`config.mk`:
```
export PLATFORM = sky130hd
export DESIGN_NAME = rmt_match_router
export DESIGN_NICKNAME = d
export VERILOG_FILES = /design/src/rtl/rmt_pkg.sv /design/src/rtl/rmt_match_table.sv /design/src/rtl/rmt_match_router.sv
export SDC_FILE = /design/constraint.sdc
export NUM_CORES = 1
export LEC_CHECK = 0
export CAP_MARGIN = 15
export CELL_PAD_IN_SITES_DETAIL_PLACEMENT = 1
export CELL_PAD_IN_SITES_GLOBAL_PLACEMENT = 2
export CORE_AREA = 2 2 459 461
export DETAILED_ROUTE_END_ITERATION = 8
export DIE_AREA = 0 0 461 463
export PLACE_DENSITY = 0.59
export SKIP_CTS_REPAIR_TIMING = 1
export SYNTH_ARGS = -nofsm -noshare
export SYNTH_HDL_FRONTEND = slang
export SYNTH_SLANG_ARGS = --single-unit
```
`constraint.sdc`:
```
create_clock -name clk -period 4.8 [get_ports clk]
set_input_delay 1.44 -clock clk [delete_from_list [all_inputs] [get_ports clk]]
set_output_delay 1.44 -clock clk [all_outputs]
set_load 0.01 [all_outputs]
```
`src/rtl/rmt_pkg.sv`:
```
// Shared types and constants for the rmt_match_router datapath.
// Contents: FSM state encoding, default header offsets and match values,
// table key struct, statistics counter width and a saturating increment.
package rmt_pkg;

    typedef enum logic [1:0] {
        StIdle = 2'd0,
        StFwd  = 2'd1,
        StDrop = 2'd2
    } rmt_state_e;

    localparam int unsigned RMT_FUNC_WIDTH   = 16;
    localparam int unsigned RMT_ETYPE_OFFSET = 12;
    localparam int unsigned RMT_DELIM_OFFSET = 42;
    localparam int unsigned RMT_FUNC_OFFSET  = 44;
    localparam logic [15:0] RMT_ETYPE_MATCH  = 16'h0008;  // IPv4, wire byte order
    localparam logic [15:0] RMT_DELIM_MATCH  = 16'hF0E1;

    localparam int unsigned STAT_WIDTH = 32;

    typedef struct packed {
        logic                      valid;
        logic [RMT_FUNC_WIDTH-1:0] func;
    } rmt_key_t;

    function automatic logic [STAT_WIDTH-1:0] sat_inc(input logic [STAT_WIDTH-1:0] v);
        return (&v) ? v : v + 1'b1;
    endfunction

endpackage

```
`src/rtl/rmt_match_table.sv`:
```
// Runtime-programmable match table: TABLE_DEPTH entries of {valid, func, dest}.
// Ports:
//   clk, rst              clock, synchronous active-high reset (all entries invalid)
//   wr_en/wr_addr         write strobe and entry index; write lands on the next edge
//   wr_valid/func/dest    entry contents
//   lookup_func           key to search for
//   hit/hit_dest          combinational result; lowest-index valid match wins
module rmt_match_table
    import rmt_pkg::*;
#(
    parameter int unsigned TABLE_DEPTH = 4,
    parameter int unsigned DEST_WIDTH  = 2
) (
    input  logic                             clk,
    input  logic                             rst,
    input  logic                             wr_en,
    input  logic [$clog2(TABLE_DEPTH)-1:0]   wr_addr,
    input  logic                             wr_valid,
    input  logic [RMT_FUNC_WIDTH-1:0]        wr_func,
    input  logic [DEST_WIDTH-1:0]            wr_dest,
    input  logic [RMT_FUNC_WIDTH-1:0]        lookup_func,
    output logic                             hit,
    output logic [DEST_WIDTH-1:0]            hit_dest
);
    localparam int unsigned AW = $clog2(TABLE_DEPTH);

    rmt_key_t              key_q  [TABLE_DEPTH];
    logic [DEST_WIDTH-1:0] dest_q [TABLE_DEPTH];

    always_ff @(posedge clk) begin
        if (rst) begin
            for (int unsigned i = 0; i < TABLE_DEPTH; i++) begin
                key_q[i]  <= '0;
                dest_q[i] <= '0;
            end
        end else if (wr_en) begin
            // Out-of-range addresses (non power-of-two depth) are ignored.
            for (int unsigned i = 0; i < TABLE_DEPTH; i++) begin
                if (wr_addr == AW'(i)) begin
                    key_q[i]  <= '{valid: wr_valid, func: wr_func};
                    dest_q[i] <= wr_dest;
                end
            end
        end
    end

    always_comb begin
        hit      = 1'b0;
        hit_dest = '0;
        for (int unsigned i = 0; i < TABLE_DEPTH; i++) begin
            if (!hit && key_q[i].valid && (key_q[i].func == lookup_func)) begin
                hit      = 1'b1;
                hit_dest = dest_q[i];
            end
        end
    end

endmodule

```
`src/rtl/rmt_match_router.sv`:
```
// AXI-Stream ingress classifier/router. The first beat of each frame is
// checked for EtherType and delimiter, its function-type field is looked up
// in rmt_match_table, and the whole frame is forwarded with a per-frame tdest
// or dropped. One output register stage; no combinational s_axis->m_axis path.
// Ports:
//   clk, rst          clock, synchronous active-high reset
//   s_axis_*          ingress stream (tdata/tkeep/tvalid/tready/tlast/tuser)
//   m_axis_*          egress stream plus tdest, constant across a frame
//   cfg_*             match table write port (wr_en, addr, valid, func, dest)
// Optional build macro RMT_STATS_EN adds stat_clr and the saturating
// stat_fwd_pkts / stat_drop_pkts / stat_miss_pkts frame counters.
module rmt_match_router
    import rmt_pkg::*;
#(
    parameter int unsigned DATA_WIDTH   = 512,
    parameter int unsigned KEEP_WIDTH   = DATA_WIDTH / 8,
    parameter int unsigned USER_WIDTH   = 1,
    parameter int unsigned DEST_WIDTH   = 2,
    parameter int unsigned TABLE_DEPTH  = 4,
    parameter int unsigned ETYPE_OFFSET = RMT_ETYPE_OFFSET,
    parameter int unsigned DELIM_OFFSET = RMT_DELIM_OFFSET,
    parameter int unsigned FUNC_OFFSET  = RMT_FUNC_OFFSET,
    parameter logic [15:0] ETYPE_MATCH  = RMT_ETYPE_MATCH,
    parameter logic [15:0] DELIM_MATCH  = RMT_DELIM_MATCH,
    parameter int unsigned MISS_DROP    = 0,
    parameter int unsigned DEFAULT_DEST = 0
) (
    input  logic                           clk,
    input  logic                           rst,
`ifdef RMT_STATS_EN
    input  logic                           stat_clr,
    output logic [STAT_WIDTH-1:0]          stat_fwd_pkts,
    output logic [STAT_WIDTH-1:0]          stat_drop_pkts,
    output logic [STAT_WIDTH-1:0]          stat_miss_pkts,
`endif
    input  logic [DATA_WIDTH-1:0]          s_axis_tdata,
    input  logic [KEEP_WIDTH-1:0]          s_axis_tkeep,
    input  logic                           s_axis_tvalid,
    output logic                           s_axis_tready,
    input  logic                           s_axis_tlast,
    input  logic [USER_WIDTH-1:0]          s_axis_tuser,
    output logic [DATA_WIDTH-1:0]          m_axis_tdata,
    output logic [KEEP_WIDTH-1:0]          m_axis_tkeep,
    output logic                           m_axis_tvalid,
    input  logic                           m_axis_tready,
    output logic                           m_axis_tlast,
    output logic [USER_WIDTH-1:0]          m_axis_tuser,
    output logic [DEST_WIDTH-1:0]          m_axis_tdest,
    input  logic                           cfg_wr_en,
    input  logic [$clog2(TABLE_DEPTH)-1:0] cfg_addr,
    input  logic                           cfg_valid,
    input  logic [RMT_FUNC_WIDTH-1:0]      cfg_func,
    input  logic [DEST_WIDTH-1:0]          cfg_dest
);
    rmt_state_e              state_q;
    logic [DEST_WIDTH-1:0]   frame_dest_q;

    logic [15:0]             etype;
    logic [15:0]             delim;
    logic [RMT_FUNC_WIDTH-1:0] func;
    logic                    hdr_ok;
    logic                    tbl_hit;
    logic [DEST_WIDTH-1:0]   tbl_dest;
    logic                    first_fwd;
    logic [DEST_WIDTH-1:0]   first_dest;
    logic                    accept;
    logic                    out_load;
    logic [DEST_WIDTH-1:0]   out_dest;

    // Little-endian byte lanes: byte k is tdata[8k +: 8].
    assign etype = s_axis_tdata[8*ETYPE_OFFSET +: 16];
    assign delim = s_axis_tdata[8*DELIM_OFFSET +: 16];
    assign func  = s_axis_tdata[8*FUNC_OFFSET +: RMT_FUNC_WIDTH];

    rmt_match_table #(
        .TABLE_DEPTH (TABLE_DEPTH),
        .DEST_WIDTH  (DEST_WIDTH)
    ) u_table (
        .clk         (clk),
        .rst         (rst),
        .wr_en       (cfg_wr_en),
        .wr_addr     (cfg_addr),
        .wr_valid    (cfg_valid),
        .wr_func     (cfg_func),
        .wr_dest     (cfg_dest),
        .lookup_func (func),
        .hit         (tbl_hit),
        .hit_dest    (tbl_dest)
    );

    assign hdr_ok     = (etype == ETYPE_MATCH) && (delim == DELIM_MATCH);
    assign first_fwd  = hdr_ok && (tbl_hit || (MISS_DROP == 0));
    assign first_dest = tbl_hit ? tbl_dest : DEST_WIDTH'(DEFAULT_DEST);

    // Dropped beats never touch the output register, so DROP never stalls.
    assign s_axis_tready = (state_q == StDrop) || !m_axis_tvalid || m_axis_tready;
    assign accept        = s_axis_tvalid && s_axis_tready;

    always_comb begin
        out_load = accept && (((state_q == StIdle) && first_fwd) || (state_q == StFwd));
        out_dest = (state_q == StIdle) ? first_dest : frame_dest_q;
    end

    always_ff @(posedge clk) begin
        if (rst) begin
            state_q       <= StIdle;
            frame_dest_q  <= '0;
            m_axis_tvalid <= 1'b0;
            m_axis_tdata  <= '0;
            m_axis_tkeep  <= '0;
            m_axis_tlast  <= 1'b0;
            m_axis_tuser  <= '0;
            m_axis_tdest  <= '0;
        end else begin
            if (out_load) begin
                m_axis_tvalid <= 1'b1;
                m_axis_tdata  <= s_axis_tdata;
                m_axis_tkeep  <= s_axis_tkeep;
                m_axis_tlast  <= s_axis_tlast;
                m_axis_tuser  <= s_axis_tuser;
                m_axis_tdest  <= out_dest;
            end else if (m_axis_tready) begin
                m_axis_tvalid <= 1'b0;
            end

            if (accept) begin
                unique case (state_q)
                    StIdle: begin
                        if (first_fwd) begin
                            frame_dest_q <= first_dest;
                            if (!s_axis_tlast) state_q <= StFwd;
                        end else if (!s_axis_tlast) begin
                            state_q <= StDrop;
                        end
                    end
                    StFwd:   if (s_axis_tlast) state_q <= StIdle;
                    StDrop:  if (s_axis_tlast) state_q <= StIdle;
                    default: state_q <= StIdle;
                endcase
            end
        end
    end

`ifdef RMT_STATS_EN
    logic classify;
    assign classify = accept && (state_q == StIdle);

    always_ff @(posedge clk) begin
        if (rst || stat_clr) begin
            stat_fwd_pkts  <= '0;
            stat_drop_pkts <= '0;
            stat_miss_pkts <= '0;
        end else if (classify) begin
            if (first_fwd) stat_fwd_pkts  <= sat_inc(stat_fwd_pkts);
            else           stat_drop_pkts <= sat_inc(stat_drop_pkts);
            if (hdr_ok && !tbl_hit) stat_miss_pkts <= sat_inc(stat_miss_pkts);
        end
    end
`else
    // Statistics disabled: no counters are built.
`endif

endmodule

```
* After elaboration in Yosys (flattened, before gate mapping)
Memories as Yosys holds them, arrays and structs flattened. Index checks and enable logic that the tools add are counted.
Storage, ports and cells: input bits 604, memories 2, bits in registers 585, word-level logic and storage cells 98, memory bits (writable) 76, output and inout bits 582
Cells by class: muxes and demuxes 43, bitwise gates (word level) 8, eq/ne operators 13, reductions and logical operators 24
Memory list:
- u_table.key_q | depth 4, width 17, read ports 4, clocked after Yosys merged registers in 0, wr ports 4, line rmt_match_table.sv:27 | rmt_key_t key_q [TABLE_DEPTH];
- u_table.dest_q | depth 4, width 2, read ports 4, clocked after Yosys merged registers in 0, wr ports 4, line rmt_match_table.sv:28 | logic [DEST_WIDTH-1:0] dest_q [TABLE_DEPTH];
Operators with widths (number):
- 17-bit two-way mux | 4
- 16-bit == test | 4
- 2-bit two-way mux | 14
- 1-bit two-way mux | 24
- 16-bit == test (second input constant) | 1
- 16-bit by 4-bit == test with 1-bit output (second input constant) | 1
- 1-bit logical AND | 11
- 1-bit OR | 8
- 2-bit == test (second input constant) | 3
- 3-bit AND reduction | 2
- 2-bit by 1-bit == test with 1-bit output (second input constant) | 2
- 1-bit zero test | 4
- 2-bit zero test | 2
- 2-bit one-hot mux with 2 select lines | 1
- 1-bit logical OR | 3
- 2-bit by 1-bit inequality test with 1-bit output (second input constant) | 1
- 2-bit inequality test (second input constant) | 1
- 2-bit nonzero test | 1
- 2-bit OR reduction | 1

* Longest topological paths before layout
Gate-level depths: netlist (run 1).
word-level depth 17, gate-level depth with buffers 10, gate-level depth less buffers 8

* Cells and area by module
A second synthesis (run 1) with hierarchy kept.
Unflattened totals: cells, all modules 2853, area, all modules 29721.0 µm²
By module, submodules not included:
- rmt_match_router | sequential area each 11711.2 µm², area an instance 25951.1 µm², cells an instance 2561, instances 1
- rmt_match_table | sequential area each 2282.2 µm², area an instance 3769.9 µm², cells an instance 292, instances 1

* Least setup slack after synthesis (run 1)
Ideal clock, no wire load.
path kind in2reg, start point input s_axis_tdata[337], end point register m_axis_tdata[137], arrival 3236 ps, slack 1424 ps, path buffers 3, stages on the path 9, cell sequence or4_1 nor4_2 nand3_2 a21o_1 clkbuf_1 clkbuf_1 buf_2 nand2_1 a21oi_2
On the way: longest elaborated chain between the ends 5
Ends and longest elaborated chain:
- start: declaration | line rmt_match_router.sv:36 | input logic [DATA_WIDTH-1:0] s_axis_tdata,
- 16-bit == test | line rmt_match_router.sv:91 | assign hdr_ok = (etype == ETYPE_MATCH) && (delim == DELIM_MATCH);
- 1-bit logical AND | line rmt_match_router.sv:91
- 1-bit logical AND | line rmt_match_router.sv:100 | out_load = accept && (((state_q == StIdle) && first_fwd) || (state_q == StFwd));
- 1-bit logical OR | line rmt_match_router.sv:100
- 1-bit logical AND | line rmt_match_router.sv:100
- end signal: assignment | line rmt_match_router.sv:117 | m_axis_tdata <= s_axis_tdata;
- end: declaration | line rmt_match_router.sv:42 | output logic [DATA_WIDTH-1:0] m_axis_tdata,
Every way passes these cells. A chain may end at the register's enable or synchronous reset.

* Worst setup path after layout (run 1)
start point input m_axis_tready, end point output s_axis_tready
On the way: longest elaborated chain between the ends 1
Ends and longest elaborated chain:
- start: declaration | line rmt_match_router.sv:45 | input logic m_axis_tready,
- 1-bit logical OR | line rmt_match_router.sv:96 | assign s_axis_tready = (state_q == StDrop) || !m_axis_tvalid || m_axis_tready;
- end: declaration | line rmt_match_router.sv:39 | output logic s_axis_tready,
Every way passes these cells.

==> flow_metrics.tcl, run 1 <==
set metrics [dict create \
    clock_path_buffers 3 \
    place_area_um2 39720 \
    ys_warn_count 0 \
    antenna_found_initial 76 \
    cp-end-kind "output port" \
    relSlewSlack 0.5123 \
    setup_viol 0 \
    worst_slack_ps 437.6 \
    status "finished clean" \
    power_leakage_uw 0.01355 \
    power_density_nw_per_um2 313.7 \
    finalClockSkew_ps 26.50 \
    grt_max_degree 122 \
    period_needed_ps 4362 \
    critPathMostFrequentCell "clkdlybuf4s50_1" \
    finalHoldViolCount 0 \
    grt_pass1_vias 25530 \
    startpoint_type "primary input" \
    hold_path.class "reg -> reg" \
    place_congestion 0.8498 \
    ff_latch_area_um2 13990 \
    globalRouteOverflowTotal 0 \
    wl_per_cell_um 22.97 \
    final_common_cell "clkdlybuf4s50_1" \
    fin_area_um2 42690 \
    ant_nets 0 \
    synthFlopType "dfxtp_1" \
    synth_edf_count 76 \
    fill_cells 24510 \
    critPathMaxFanout 3 \
    grt.total_usage 0.1432 \
    syn_nets 3459 \
    h-tree-depth 3 \
    layout_common_cells "1,184 x clkdlybuf4s50_1, 1,163 x nand2_1, 585 x dfxtp_1" \
    max_freq_mhz 229.2 \
    grt_pass1_wl_um 213500 \
    vias_per_cell 3.559 \
    critPathMaxStageDelay_ps 530 \
    ys_async_sr_fraction 0 \
    area_growth_pct 74.27 \
    cts_sinks 661 \
    ys_seq_elements 661 \
    dp_hpwl_um 127200 \
    synthCells 2852 \
    synth_area_um2 24500 \
    die_y_um 463 \
    yosysSeqAreaShare 0.5712 \
    start_util 0.1175 \
    drt_iter0_drc 1060 \
    final_layout_size_suffix_gt1_frac 0.07496 \
    multiInputGateArea_um2 9148 \
    port_buffers 1185 \
    fin_cells 6896 \
    critPathSlowestCell "clkdlybuf4s50_1" \
    die_area_um2 213400 \
    insertion_delay_ps 730 \
    drv_cap 0 \
    tns_ps 0 \
    drc_errors 0 \
    num_rows 168 \
    worstPathCellList "clkdlybuf4s50_1 -> nand2b_1 -> or2_2 -> clkdlybuf4s50_1" \
    synth_cell_types 40 \
    clk_pin_slew_worst_paths_ps 60 \
    power_uw 13390 \
    io_pins 1186 \
    root_buffer "clkbuf_16" \
    wirelength_um 158400 \
    fp.dieW_um 461 \
    irDropWorstVdd_uv 252.3 \
    cts_tree "built" \
    cts_buffers 92 \
    rsz0062_at_grt "no" \
    required_ps 3360 \
    critical_path_arrival_ps 2920 \
    dp_cells 6724 \
    critical_path_class "in -> out" \
    vias 24540 \
    maxSlewViolCount 0 \
    fin_crit_sh 0.9088 \
    post-place-ws_ps 101.6 \
    dr.pass1.iters 5 \
    nNetsFinal 4620 \
    coreArea_um2 208500 \
    worst_pin_slew_ps 731.5 \
    synth.avg_cell_area_um2 8.590 \
]
per-stage QoR:
stage / hold WS (ps) / util
5_1_grt: 467.2 / 0.2046
3_5_place_dp: 445.8 / 0.1905
4_1_cts: 453.1 / 0.2046
3_3_place_gp: 441.5 / 0.1905
6_report: 451.9 / 0.2047
2_1_floorplan: 450.5 / -
flip-flops by register name, indices dropped and copies added, names as in the netlist:
signal and count:
m_axis_tdata 512, u_table.key_q 68, m_axis_tkeep 64, u_table.dest_q 8, frame_dest_q 2, m_axis_tdest 2, state_q 2, m_axis_tlast 1
m_axis_tuser 1, m_axis_tvalid 1
synth_stat cells, types with 2 or more instances:
| library cell | number | area share |
|---|---|---|
| o31ai_1 | 2 | 0.00061 |
| edfxtp_1 | 76 | 0.093 |
| nand2_1 | 1163 | 0.18 |
| o22ai_1 | 2 | 0.00051 |
| inv_1 | 7 | 0.0011 |
| buf_8 | 6 | 0.0037 |
| and2_1 | 76 | 0.019 |
| a31o_2 | 4 | 0.0014 |
| ha_1 | 3 | 0.0015 |
| or4_1 | 3 | 0.00092 |
| a21oi_1 | 524 | 0.11 |
| nand2b_1 | 2 | 0.00051 |
| o21ai_0 | 4 | 0.00082 |
| xor2_1 | 28 | 0.010 |
| xnor2_1 | 36 | 0.013 |
| a211oi_1 | 3 | 0.00092 |
| a21oi_2 | 61 | 0.022 |
| buf_6 | 45 | 0.021 |
| nand4_1 | 11 | 0.0028 |
| buf_12 | 5 | 0.0041 |
| or2_2 | 2 | 0.00051 |
| buf_2 | 68 | 0.014 |
| nand2_2 | 5 | 0.0013 |
| nor4_1 | 10 | 0.0026 |
| clkbuf_1 | 91 | 0.014 |
| nor3_1 | 8 | 0.0016 |
| dfxtp_1 | 585 | 0.48 |
| nor2_1 | 9 | 0.0014 |
| o22a_1 | 2 | 0.00072 |
path summary, 6_finish.rpt:
path	from	to	slack, ps	cells after the start
hold reg to reg	m_axis_tdata[79]	m_axis_tdata[79]	450	2
setup / recovery	m_axis_tready	s_axis_tready	440	4
setup reg to reg	state_q[0]	m_axis_tkeep[19]	2030	9
hold / removal	m_axis_tdata[79]	m_axis_tdata[79]	450	2
critical path: cells and delay by family:
kind	cells	cell delay, ps
simple gates	2	560
buf+inv	2	920
report_power, final:
group | switching (uW) | total [uW] | leakage [uW] | internal [uW]
Sequential | 19.5 | 5660 | 0.00546 | 5640
Combinational | 347 | 849 | 0.00667 | 502
Clock | 2840 | 6880 | 0.00143 | 4050
Total | 3200 | 13400 | 0.0136 | 10200
metal layers:
layer,routed length [um],global-route usage,vias up,share of wire
li1,-,-,11590,-
met1,64780,0.1679,11730,0.41
met2,73270,0.2369,950,0.46
met3,16530,0.06488,210,0.10
met4,3378,0.03244,68,0.021
met5,421,0,-,0.0027
final cells by class:
class | count | area share
Sequential cell | 661 | 0.3278
Timing Repair Buffer | 1282 | 0.3056
Clock buffer | 135 | 0.05958
Antenna cell | 9 | 0.0005275
Clock inverter | 28 | 0.009495
Multi-Input combinational cell | 1969 | 0.2143
Inverter | 7 | 0.0006154
Tap cell | 2805 | 0.08221
cells by family after synthesis:
logic type               after synthesis  synth area share
AND/OR/NAND/NOR                     1296            0.2118
flip-flops                           661            0.5712
AO/OA/AOI/OAI                        605            0.1348
buffers and inverters                222           0.05736
XOR/XNOR                              64           0.02288
adder cells (fa/ha/maj)                3          0.001532
multiplexers                           1         0.0004086
No activity file was read; power rests on OpenSTA's default activity.
==> run 2, diff against run 1 <==
==> constraint.sdc (replaced) <==
create_clock -name clk -period 5.2 [get_ports clk]
set_input_delay 1.56 -clock clk [delete_from_list [all_inputs] [get_ports clk]]
set_output_delay 1.56 -clock clk [all_outputs]
set_load 0.01 [all_outputs]
==> run 2 against run 1 <==
Clock power shrank 5.2%. Global-route usage shrank 0.16 points. Wire length shrank 0.72%. Sequential power shrank 7.8%. Worst hold slack is essentially flat. First-iteration DRC count grew 5.6%. Cell count shrank 0.41%.
==> flow_metrics.tcl, run 2 (synthesis gave the netlist of run 1 again) <==
set metrics [dict create \
    vias_per_cell 3.543 \
    nNetsFinal 4581 \
    top_regs "m_axis_tdata: 512 flops, u_table.key_q: 68 flops, m_axis_tkeep: 64 flops" \
    fp.dieW_um 461 \
    finalHoldViolCount 0 \
    coreArea_um2 208500 \
    num_rows 168 \
    hold_path.class "reg -> reg" \
    grt_pass1_vias 24940 \
    power_leakage_uw 0.01336 \
    worst_slack_ps 508.7 \
    antenna_found_initial 80 \
    wirelength_um 157200 \
    die_area_um2 213400 \
    place_area_um2 39260 \
    port_buffers 1185 \
    critical_path_class "in -> out" \
    place_congestion 0.8417 \
    cts_sinks 661 \
    grt_max_degree 143 \
    cts_tree "built" \
    rsz0062_at_grt "no" \
    wl_per_cell_um 22.89 \
    relSlewSlack 0.4114 \
    globalRouteOverflowTotal 0 \
    max_freq_mhz 213.2 \
    fin_crit_sh 0.9022 \
    drc_errors 0 \
    root_buffer "clkbuf_16" \
    cts_buffers 91 \
    h-tree-depth 3 \
    tns_ps 0 \
    irDropWorstVdd_uv 227.6 \
    clock_path_buffers 3 \
    final_layout_size_suffix_gt1_frac 0.06843 \
    post-place-ws_ps 184.7 \
    maxSlewViolCount 0 \
    power_density_nw_per_um2 295.7 \
    worst_pin_slew_ps 870.6 \
    drv_cap 0 \
    startpoint_type "primary input" \
    largest_reg_flops 512 \
    die_y_um 463 \
    start_util 0.1175 \
    final_common_cell "clkdlybuf4s50_1" \
    required_ps 3640 \
    fin_cells 6868 \
    dp_cells 6686 \
    grt_pass1_wl_um 210100 \
    period_needed_ps 4691 \
    largest-register "m_axis_tdata" \
    critPathMaxFanout 3 \
    vias 24340 \
    fill_cells 24470 \
    fin_area_um2 42350 \
    cp-end-kind "output port" \
    io_pins 1186 \
    dp_hpwl_um 125400 \
    drt_iter0_drc 1119 \
    critical_path_arrival_ps 3130 \
    setup_viol 0 \
    clk_pin_slew_worst_paths_ps 50 \
    layout_common_cells "1,184 x clkdlybuf4s50_1, 1,163 x nand2_1, 585 x dfxtp_1" \
    insertion_delay_ps 720 \
    area_growth_pct 72.88 \
    finalClockSkew_ps 19.80 \
    status "finished clean" \
    dr.pass1.iters 5 \
    grt.total_usage 0.1416 \
    ant_nets 0 \
]
## run 2: cell count changes in the layout (fill, tap and decap cells not counted), sizes merged
cell | previous run | this run
bufinv | 7 | 9
diode | 9 | 15
clkbuf | 135 | 129
inv | 9 | 16
clkinvlp | 1 | 4
buf | 98 | 60
clkinv | 18 | 16
## run 2: path summary, 6_finish.rpt
path	endpoint	from	slack [ps]	cells past startpoint
setup / recovery	s_axis_tready	m_axis_tready	510	4
hold / removal	m_axis_tdata[13]	m_axis_tdata[13]	450	2
setup reg to reg	m_axis_tdata[287]	state_q[0]	2560	8
hold reg to reg	m_axis_tdata[13]	m_axis_tdata[13]	450	2
## run 2: layout make-up
cell class                 count  area (um2)  area share
antenna                       15       37.54   0.0008863
multi-input combinational   1969        9148      0.2160
clock inverter                38       513.0     0.01211
sequential                   661       13990      0.3304
clock buffer                 129        2541     0.06000
timing repair buffer        1244       12580      0.2971
inverter                       7       26.28   0.0006204
tap                         2805        3510     0.08287
## run 2: critical path: stages
cell and delay [ps]:
clkdlybuf4s50_1 380, nand2b_1 190, or2_2 330, clkdlybuf4s50_1 660
## run 2: metrics by stage
step	utilization	power [uW]	hold slack, ps
after floorplan	-	5496	450.5
after global placement	0.1883	6126	441.0
after detailed placement	0.1883	6128	446.1
after CTS	0.2029	12860	454.3
after global routing	0.2030	13040	465.8
final	0.2031	12520	451.9
## run 2: power by group
part	leakage, uW	total [uW]	switching [uW]	internal [uW]
registers	0.00546	5220	18.0	5210
clock network	0.00148	6520	2650	3870
logic	0.00642	777	312	465
total	0.0134	12500	2980	9540
## run 2: metal layers
layer / up-vias / global-route usage / routed length [um]
met5: - / 0 / 508
met4: 78 / 0.04948 / 5038
met3: 241 / 0.07256 / 18790
met2: 1000 / 0.2276 / 70860
met1: 11500 / 0.1597 / 62040
li1: 11520 / - / -
